## src/rtl/common_pkg.sv

```systemverilog
// Shared pipeline types: thread count, thread id and virtual PC widths, and the
// per-thread fetch scheduling state.
package common;

    localparam int unsigned n_threads = 4;

    typedef logic [1:0]  threadid_t;
    typedef logic [31:0] vptr_t;

    typedef enum logic [1:0] {
        TS_READY,
        TS_WAIT_FILL,
        TS_WAIT_REDIRECT
    } sched_state_t;

endpackage

```

## src/rtl/thread_scheduler_rr_arbiter.sv

```systemverilog
// Rotating-priority picker: grants the first requester after last_i, wrapping,
// as a one-hot vector. Purely combinational.
module rr_arbiter
    import common::*;
#(
    parameter int unsigned N = n_threads
) (
    input  logic [N-1:0] request_i,
    input  threadid_t    last_i,
    output logic [N-1:0] grant_o,
    output logic         grant_valid_o
);

    localparam int unsigned IW = (N > 1) ? $clog2(N) : 1;

    logic [IW-1:0] idx;

    always_comb begin
        grant_o       = '0;
        grant_valid_o = 1'b0;
        idx           = '0;
        for (int unsigned k = 1; k <= N; k++) begin
            idx = IW'((32'(last_i) + k) % N);
            if (!grant_valid_o && request_i[idx]) begin
                grant_o[idx]  = 1'b1;
                grant_valid_o = 1'b1;
            end
        end
    end

endmodule

```

## src/rtl/thread_scheduler.sv

```systemverilog
// Fetch-side thread scheduler: rotating-priority pick of one runnable thread per
// cycle, with per-thread park/replay/redirect tracking driven by IF and WB events.
module thread_scheduler
    import common::*;
#(
    parameter int unsigned N_THREADS = common::n_threads,
    parameter vptr_t       RESET_PC  = 32'h0000_1000
) (
    input  logic                 clk,
    input  logic                 rst,
    input  logic [N_THREADS-1:0] thread_enable,
    input  logic                 stall,
    input  logic                 if_valid,
    input  threadid_t            if_thread,
    input  vptr_t                if_pc,
    input  logic                 if_icache_miss,
    input  logic                 if_itlb_miss,
    input  logic                 mem_fill_en,
    input  threadid_t            mem_fill_thread,
    input  logic                 wb_invalidate_en,
    input  threadid_t            wb_invalidate_thread,
    input  vptr_t                wb_redirect_pc,
    output logic                 fetch_valid,
    output threadid_t            fetch_thread,
    output vptr_t                fetch_pc
);

    sched_state_t state_q [N_THREADS];
    sched_state_t state_d [N_THREADS];
    vptr_t        pc_q    [N_THREADS];
    vptr_t        pc_d    [N_THREADS];
    threadid_t    last_q, last_d;
    logic         cool_v_q, cool_v_d;
    threadid_t    cool_q, cool_d;
    logic         fetch_valid_q, fetch_valid_d;
    threadid_t    fetch_thread_q, fetch_thread_d;
    vptr_t        fetch_pc_q, fetch_pc_d;

    logic [N_THREADS-1:0] request;
    logic [N_THREADS-1:0] grant;
    logic                 grant_valid;
    logic                 miss_hit, wb_hit;

    // A thread touched by a miss report or redirect this cycle must not issue from stale state.
    always_comb begin
        request  = '0;
        miss_hit = 1'b0;
        wb_hit   = 1'b0;
        for (int unsigned t = 0; t < N_THREADS; t++) begin
            miss_hit   = if_valid && (if_icache_miss || if_itlb_miss) && (if_thread == threadid_t'(t));
            wb_hit     = wb_invalidate_en && (wb_invalidate_thread == threadid_t'(t));
            request[t] = (state_q[t] == TS_READY) && thread_enable[t]
                         && !(cool_v_q && (cool_q == threadid_t'(t))) && !miss_hit && !wb_hit;
        end
    end

    rr_arbiter #(
        .N (N_THREADS)
    ) u_arb (
        .request_i     (request),
        .last_i        (last_q),
        .grant_o       (grant),
        .grant_valid_o (grant_valid)
    );

    always_comb begin
        last_d         = last_q;
        cool_v_d       = cool_v_q;
        cool_d         = cool_q;
        fetch_valid_d  = fetch_valid_q;
        fetch_thread_d = fetch_thread_q;
        fetch_pc_d     = fetch_pc_q;
        for (int unsigned t = 0; t < N_THREADS; t++) begin
            state_d[t] = state_q[t];
            pc_d[t]    = pc_q[t];
        end

        if (!stall) begin
            fetch_valid_d = grant_valid;
            cool_v_d      = grant_valid;
            for (int unsigned t = 0; t < N_THREADS; t++) begin
                if (grant[t]) begin
                    fetch_thread_d = threadid_t'(t);
                    fetch_pc_d     = pc_q[t];
                    pc_d[t]        = pc_q[t] + 32'd4;
                    last_d         = threadid_t'(t);
                    cool_d         = threadid_t'(t);
                end
            end
        end else if (wb_invalidate_en && fetch_valid_q && (wb_invalidate_thread == fetch_thread_q)) begin
            fetch_valid_d = 1'b0;
        end

        // Priority: redirect > ITLB miss > icache miss > fill.
        for (int unsigned t = 0; t < N_THREADS; t++) begin
            if (wb_invalidate_en && (wb_invalidate_thread == threadid_t'(t))) begin
                state_d[t] = TS_READY;
                pc_d[t]    = wb_redirect_pc;
            end else if (if_valid && if_itlb_miss && (if_thread == threadid_t'(t))) begin
                state_d[t] = TS_WAIT_REDIRECT;
            end else if (if_valid && if_icache_miss && (if_thread == threadid_t'(t))) begin
                state_d[t] = TS_WAIT_FILL;
                pc_d[t]    = if_pc;
            end else if (mem_fill_en && (mem_fill_thread == threadid_t'(t))
                         && (state_q[t] == TS_WAIT_FILL)) begin
                state_d[t] = TS_READY;
            end
        end
    end

    always_ff @(posedge clk) begin
        if (rst) begin
            for (int unsigned t = 0; t < N_THREADS; t++) begin
                state_q[t] <= TS_READY;
                pc_q[t]    <= RESET_PC;
            end
            last_q         <= threadid_t'(N_THREADS - 1);
            cool_v_q       <= 1'b0;
            cool_q         <= '0;
            fetch_valid_q  <= 1'b0;
            fetch_thread_q <= '0;
            fetch_pc_q     <= '0;
        end else begin
            for (int unsigned t = 0; t < N_THREADS; t++) begin
                state_q[t] <= state_d[t];
                pc_q[t]    <= pc_d[t];
            end
            last_q         <= last_d;
            cool_v_q       <= cool_v_d;
            cool_q         <= cool_d;
            fetch_valid_q  <= fetch_valid_d;
            fetch_thread_q <= fetch_thread_d;
            fetch_pc_q     <= fetch_pc_d;
        end
    end

    assign fetch_valid  = fetch_valid_q;
    assign fetch_thread = fetch_thread_q;
    assign fetch_pc     = fetch_pc_q;

endmodule

```

## config.mk

```make
export PLATFORM = sky130hd
export DESIGN_NAME = thread_scheduler
export DESIGN_NICKNAME = d
export VERILOG_FILES = /design/src/rtl/common_pkg.sv /design/src/rtl/thread_scheduler_rr_arbiter.sv /design/src/rtl/thread_scheduler.sv
export SDC_FILE = /design/constraint.sdc
export NUM_CORES = 1
export LEC_CHECK = 0
export CAP_MARGIN = 20
export CORE_UTILIZATION = 51
export DETAILED_ROUTE_END_ITERATION = 8
export PLACE_DENSITY = 0.73
export SLEW_MARGIN = 20
export SYNTH_ARGS = -nofsm -noshare
export SYNTH_HDL_FRONTEND = slang
export SYNTH_SLANG_ARGS = --single-unit
export TNS_END_PERCENT = 30
```

## constraint.sdc

```tcl
create_clock -name clk -period 4.7 [get_ports clk]
set_input_delay 0.94 -clock clk [delete_from_list [all_inputs] [get_ports clk]]
set_output_delay 0.94 -clock clk [all_outputs]
set_load 0.03 [all_outputs]
```

# Word level (Yosys, flattened, before mapping)
# Memory sizes are Yosys's and may differ from the RTL's.
# Index checks and enable logic that the tools add are counted.
[totals]
ff_bits = 38
latch_bits = 0
ram_bits = 136
mem_bits_ro = 0
wordCells = 213
mem_count = 2
[op_classes]
addsub = 8
mul = 0
n_div = 0
n_lt_le_gt_ge = 8
n_eq_ne = 18
shift = 0
n_mux = 78
bitwise = 12
reduce_logical = 82
[memory_table]
columns = ["memory", "words", "width", "read_ports", "rd_ports_with_merged_regs", "wr", "line_no", "text"]
rows = [
  ["pc_q", 4, 32, 4, 0, 4, "thread_scheduler.sv:30", "vptr_t pc_q [N_THREADS];"],
  ["state_q", 4, 2, 4, 0, 4, "thread_scheduler.sv:28", "sched_state_t state_q [N_THREADS];"],
]
[op_table]
columns = ["op", "count"]
rows = [
  ["two-way mux 32 bit", 24],
  ["adder 32 x 3 -> 32 bit, second input constant", 4],
  ["two-way mux 128 bit", 1],
  ["logical AND 1 bit", 56],
  ["two-way mux 2 bit", 24],
  ["two-way mux 1 bit", 17],
  ["== test 2 x 1 -> 1 bit, second input constant", 8],
  ["== test 2 bit, second input constant", 8],
  ["logical NOT 2 bit", 8],
  ["two-way mux 4 bit", 4],
  ["logical NOT 1 bit", 15],
  ["less-than comparator 2 x 3 -> 1 bit, second input constant", 4],
  ["bitwise OR 4 bit", 3],
  ["binary-select mux 1 bit (select 2 bit)", 4],
  ["demux 1 bit (select 2 bit)", 4],
  ["greater-or-equal comparator 2 x 1 -> 1 bit, second input constant", 4],
  ["bitwise OR 1 bit", 8],
  ["adder 2 x 1 -> 2 bit, second input constant", 2],
  ["adder 2 bit, second input constant", 2],
  ["nonzero test 4 bit", 1],
  ["== test 2 bit", 1],
  ["inequality test 2 x 1 -> 1 bit, second input constant", 1],
  ["AND reduction 2 bit", 1],
  ["logical OR 1 bit", 1],
  ["NOT 1 bit", 1],
]

# Depth between registers and ports, before layout
# Gate-level depths: netlist of the first run.
[depth]
depth_word = 24
mapped_depth = 15
depth_no_buf = 11

# Modules after synthesis
# From an unflattened synthesis of the first run, not the netlist that was laid out.
[unflattened]
hier_cells = 1422
area_unflattened_um2 = 11129.4
[modules_own_cells]
columns = ["module", "instances", "cells_each", "area_per_inst_um2", "seq_area_each_um2"]
rows = [
  ["thread_scheduler", 1, 1374, 10714.0, 3483.3],
  ["rr_arbiter", 1, 48, 415.4, 0.0],
]

# Least setup slack after synthesis of the first run
# OpenSTA, ideal clock, no wires.
[synth_timing]
kind = "input to register"
startpoint = "in thread_enable[0]"
endpoint = "mem pc_q[2][10] (netlist name)"
setup_time_ps = 128
arrival_ps = 3517
setup_slack_ps = 1056
path_stages = 10
cell_sequence = "or3b_1 -> or4_4 -> a2111oi_2 -> o21ai_1 -> o21ai_2 -> nand2_1 -> a2111oi_0 -> xor2_1 -> a222oi_1 -> nor2_1"
[synth_lines]
columns = ["element", "line_no", "text"]
rows = [
  ["start: declaration", "thread_scheduler.sv:11", "input logic [N_THREADS-1:0] thread_enable,"],
  ["end: declaration", "thread_scheduler.sv:30", ""],
]

# Worst setup path in the final report of the first run
[layout_timing]
startpoint = "in if_thread[1]"
endpoint = "reg fetch_pc_q[29] (netlist: fetch_pc[29])"
[layout_between]
elab_chain_len = 20
[layout_rtl]
columns = ["element", "line_no", "text"]
rows = [
  ["start: declaration", "thread_scheduler.sv:14", "input threadid_t if_thread,"],
  ["== test 2 x 1 -> 1 bit (tied with other cells)", "thread_scheduler.sv:50", "miss_hit = if_valid && (if_icache_miss || if_itlb_miss) && (if_thread == threadid_t'(t));"],
  ["logical AND 1 bit", "thread_scheduler.sv:50", ""],
  ["logical NOT 1 bit", "thread_scheduler.sv:53", "&& !(cool_v_q && (cool_q == threadid_t'(t))) && !miss_hit && !wb_hit;"],
  ["logical AND 1 bit (2 in a row)", "thread_scheduler.sv:53", ""],
  ["binary-select mux 1 bit (select 2 bit)", "thread_scheduler_rr_arbiter.sv:24", "if (!grant_valid_o && request_i[idx]) begin"],
  ["two-way mux 1 bit (implied by the code)", "thread_scheduler_rr_arbiter.sv:24", ""],
  ["two-way mux 1 bit", "thread_scheduler_rr_arbiter.sv:24", ""],
  ["logical NOT 1 bit", "thread_scheduler_rr_arbiter.sv:24", ""],
  ["logical AND 1 bit", "thread_scheduler_rr_arbiter.sv:24", ""],
  ["two-way mux 1 bit", "thread_scheduler_rr_arbiter.sv:24", ""],
  ["logical NOT 1 bit", "thread_scheduler_rr_arbiter.sv:24", ""],
  ["logical AND 1 bit", "thread_scheduler_rr_arbiter.sv:24", ""],
  ["two-way mux 1 bit", "thread_scheduler_rr_arbiter.sv:24", ""],
  ["logical NOT 1 bit", "thread_scheduler_rr_arbiter.sv:24", ""],
  ["logical AND 1 bit", "thread_scheduler_rr_arbiter.sv:24", ""],
  ["two-way mux 4 bit *", "thread_scheduler_rr_arbiter.sv:24", ""],
  ["two-way mux 32 bit (3 in a row)", "thread_scheduler.sv:82", "if (grant[t]) begin"],
  ["end signal: assignment", "thread_scheduler.sv:133", "fetch_pc_q <= fetch_pc_d;"],
  ["end: declaration", "thread_scheduler.sv:37", "vptr_t fetch_pc_q, fetch_pc_d;"],
]
# Every way passes the cells marked *; elsewhere a longest branch is shown, timed or not. The select of a mux whose other input is x is not followed.
# A chain may end at the register's enable or synchronous reset.

==> results of run 1 <==
## Yosys cell counts, types with 5 or more instances
| cell type | number |
|---|---|
| nand2_1 | 250 |
| dfxtp_1 | 174 |
| nor2_1 | 96 |
| and3_1 | 91 |
| a21oi_1 | 82 |
| clkbuf_1 | 79 |
| o21ai_0 | 78 |
| nand3_1 | 68 |
| o22ai_1 | 64 |
| xor2_1 | 53 |
| a31oi_1 | 52 |
| xnor2_1 | 47 |
| a31o_1 | 25 |
| inv_1 | 24 |
| buf_2 | 22 |
| nor3_1 | 20 |
| a311oi_2 | 17 |
| nand4_1 | 17 |
| a211oi_1 | 16 |
| and4_1 | 14 |
| a2111oi_0 | 12 |
| ha_1 | 12 |
| a311oi_1 | 11 |
| and2_1 | 10 |
| o2111ai_1 | 10 |
| a21boi_0 | 8 |
| a31o_2 | 8 |
| o211ai_1 | 8 |
| or2_2 | 8 |
| buf_4 | 7 |
| a222oi_1 | 5 |
| and3b_1 | 5 |
| nor3b_1 | 5 |
| o21ai_1 | 5 |
## cells by family (layout without fill, tap and decap cells)
kind of cell | after synthesis | after routing
multiplexers | 7 | 7
AND/OR/NAND/NOR | 619 | 619
flip-flops | 174 | 174
adder cells (fa/ha/maj) | 12 | 12
XOR/XNOR | 100 | 100
AO/OA/AOI/OAI | 442 | 442
buffers and inverters | 139 | 234
## flip-flops by register name, summed over array words and instances, names as in the netlist
signal,cells
fetch_thread,2
cool_v_q,1
fetch_pc,32
state_q,8
fetch_valid,1
pc_q,128
last_q,2
## how the worst max path moves through the flow
stage | start | endpoint | slack (ps) | cells past startpoint
2_1_floorplan | thread_enable[0] | pc_q[2][10]$_SDFF_PP0_ | 1060 | 10
3_3_place_gp | if_thread[1] | pc_q[1][31]$_SDFF_PP0_ | 160 | 11
3_5_place_dp | if_thread[1] | pc_q[1][31]$_SDFF_PP0_ | 60 | 10
4_1_cts | if_thread[1] | pc_q[1][31]$_SDFF_PP0_ | 500 | 10
5_1_grt | if_thread[1] | pc_q[2][20]$_SDFF_PP0_ | 300 | 12
6_report | if_thread[1] | fetch_pc[29]$_SDFFE_PP0P_ | 420 | 12
## layout make-up
type,count,area [um2]
Tap cell,280,350.3
Multi-Input combinational cell,1180,7348
Inverter,25,93.84
Timing Repair Buffer,177,1667
Sequential cell,174,3483
Clock inverter,13,202.7
Clock buffer,19,442.9
Fill cell,1977,8303
## placed cells by master, fill, tap and decap left out, types with 10 or more instances in the layout
cell type,count
a2111oi_0,12
a211oi_1,16
a311oi_1,11
o21ai_0,78
nand2_1,250
xor2_1,53
nand3_1,68
clkdlybuf4s50_1,115
buf_4,58
o2111ai_1,10
nor2_1,91
and3_1,91
nor3_1,20
a31o_1,25
a311oi_2,17
and2_1,10
ha_1,12
nand4_1,17
o22ai_1,64
a31oi_1,52
inv_1,24
clkbuf_16,17
dfxtp_1,174
and4_1,14
a21oi_1,82
xnor2_1,47
## through the flow
stage	utilization	std cells	setup WS [ps]
after floorplan	-	1493	1056
after global placement	0.5912	1836	162.9
after detailed placement	0.5912	1836	57.10
after CTS	0.6207	1868	502.0
after global routing	0.6207	1868	302.7
final	0.6207	1868	423.7
## tightest hold or removal path: stages (launching register included)
cell and delay (ps):
dfxtp_1 310, nand2_1 50, a21boi_0 60
## metal layers
metal / track usage / vias up / share of wire
li1: - / 5651 / -
met4: 0.2030 / 0 / 0.046
met2: 0.6146 / 851 / 0.45
met3: 0.07216 / 154 / 0.12
met1: 0.5015 / 5909 / 0.39
met5: 0 / - / 0
## report_power, final
part	internal (mW)	leakage, nW	switching, mW	total, mW
sequential	1.65	1.42	0.173	1.82
clock	0.919	0.316	0.679	1.60
combinational	1.02	3.07	1.72	2.75
total	3.59	4.81	2.58	6.17
==> flow_metrics.tcl, run 1 <==
set metrics [dict create \
    power.density_mw_per_mm2 453.7 \
    hold_path.class "register to register" \
    reg2reg_from "last_q[0]$_SDFFE_PP1P_" \
    power_mw 6.165 \
    drt_wl_total_mm 44.33 \
    drc_errors 0 \
    cp.arrival_ps 4630 \
    design.die.area_mm2 0.02297 \
    cts_setup_buffers 0 \
    path_max_fanout 18 \
    p_leak_nw 4.806 \
    area_growth_pct 19.12 \
    path_buf_inv 2 \
    synth_seq_area_share 0.3054 \
    synthFlopType "dfxtp_1" \
    synth_top_family_by_area "compound AO/OA/AOI/OAI gates" \
    critPathKind "input pin to register" \
    grt_pass1_wl_mm 67.09 \
    synthMuxAreaShare 0.01053 \
    cts_tree "built" \
    htree_levels 4 \
    clk_pin_slew_ps 70 \
    hold_viol_final 0 \
    grt_use_total 0.3884 \
    hold_depth 2 \
    vias 12565 \
    synthAdderAreaFrac 0.01316 \
    synthXorXnorAreaFrac 0.07678 \
    core_area_mm2 0.02189 \
    pin_count 117 \
    syn_inst 1493 \
    die_w_um 151.6 \
    grt_max_degree 155 \
    syn_nets 1587 \
    peakVddDrop_mv 0.2484 \
    crit_required_ps 5050 \
    floorplan.initialDensity 0.5211 \
    synth_warnings 0 \
    synth_compound_area_frac 0.2739 \
    final.min_clock_period_ps 4276 \
    gr-total-overflow 0 \
    crit_path_cell_trace "clkdlybuf4s50_1, and4b_4, nor4b_4, nand2_1, mux4_2, or2_1, o21a_2, nor2_4, buf_4, o21ai_0, a31o_1, a311oi_2" \
    whs_ps 465.4 \
    critPathTopFamily "simple AND/OR/NAND/NOR gates" \
    cp_slowest_cell "mux4_2" \
    clk_path_buf_depth 2 \
    status "completed" \
    synth_top_area_cell "dfxtp_1" \
    setup_tns_ps 0 \
    final_area_mm2 0.01359 \
    syn_area_per_cell_um2 7.640 \
    synthTopCellsByArea "dfxtp_1 31%, nand2_1 8.2%, and3_1 5.0%, xor2_1 4.1%, xnor2_1 3.6%" \
    clock.fmax_mhz 233.8 \
    fin_skew_ps 17.07 \
    num_rows 54 \
    startpoint_type "input pin" \
    first_pass_iters 9 \
    gp_congestion 0.9562 \
    post-dp-hpwl_mm 29.42 \
    clockRootBuffer "clkbuf_16" \
    setup_violations 0 \
    fin_crit_sh 0.9099 \
    cts_inserted_buffers 17 \
    ys_ff_latch 174 \
    hold_end "fetch_valid$_SDFFE_PP0P_" \
    drv_cap 0 \
    die_h_um 151.6 \
    cts.sinks 174 \
    postCtsHoldBufs 0 \
    drtIter0Drc 1531 \
    synth-simple-area-share 0.2672 \
    r2r_slack_ps 910 \
    tightestPinTransition_ps 995.1 \
    antenna_found_initial 0 \
    max-slew-margin-rel 0.3366 \
    grt_pass1_vias 11637 \
    yosysTopAreaCellShare 0.3054 \
    num_antenna_cells 0 \
    wl_per_cell_um 23.73 \
    ys_types 82 \
    layout-drive-gt1-share 0.1052 \
    synth_edf_count 0 \
    post_cts_resized 0 \
    via_per_inst 6.726 \
    cp-end-kind "register" \
    rsz0062_at_grt "false" \
    placed_area_mm2 0.01294 \
    r2r_cells 11 \
    slew_viol_final 0 \
    critical_path.max_stage_delay_ps 600 \
    synth_area_mm2 0.01141 \
    port_buffers 116 \
    async_flop_share 0 \
    worst_hold_startpoint "fetch_valid$_SDFFE_PP0P_" \
    antenna_left 0 \
    worstReg2RegEnd "fetch_pc[29]$_SDFFE_PP0P_" \
    nets 1669 \
    insertion_delay_ps 460 \
]
No activity file was read; power rests on OpenSTA's default activity.
==> run 2, diff against run 1 <==
CAP_MARGIN = 10   (was 20)
==> results of run 2 <==
No change in the layout: final DEF, timing and power equal those of run 1.
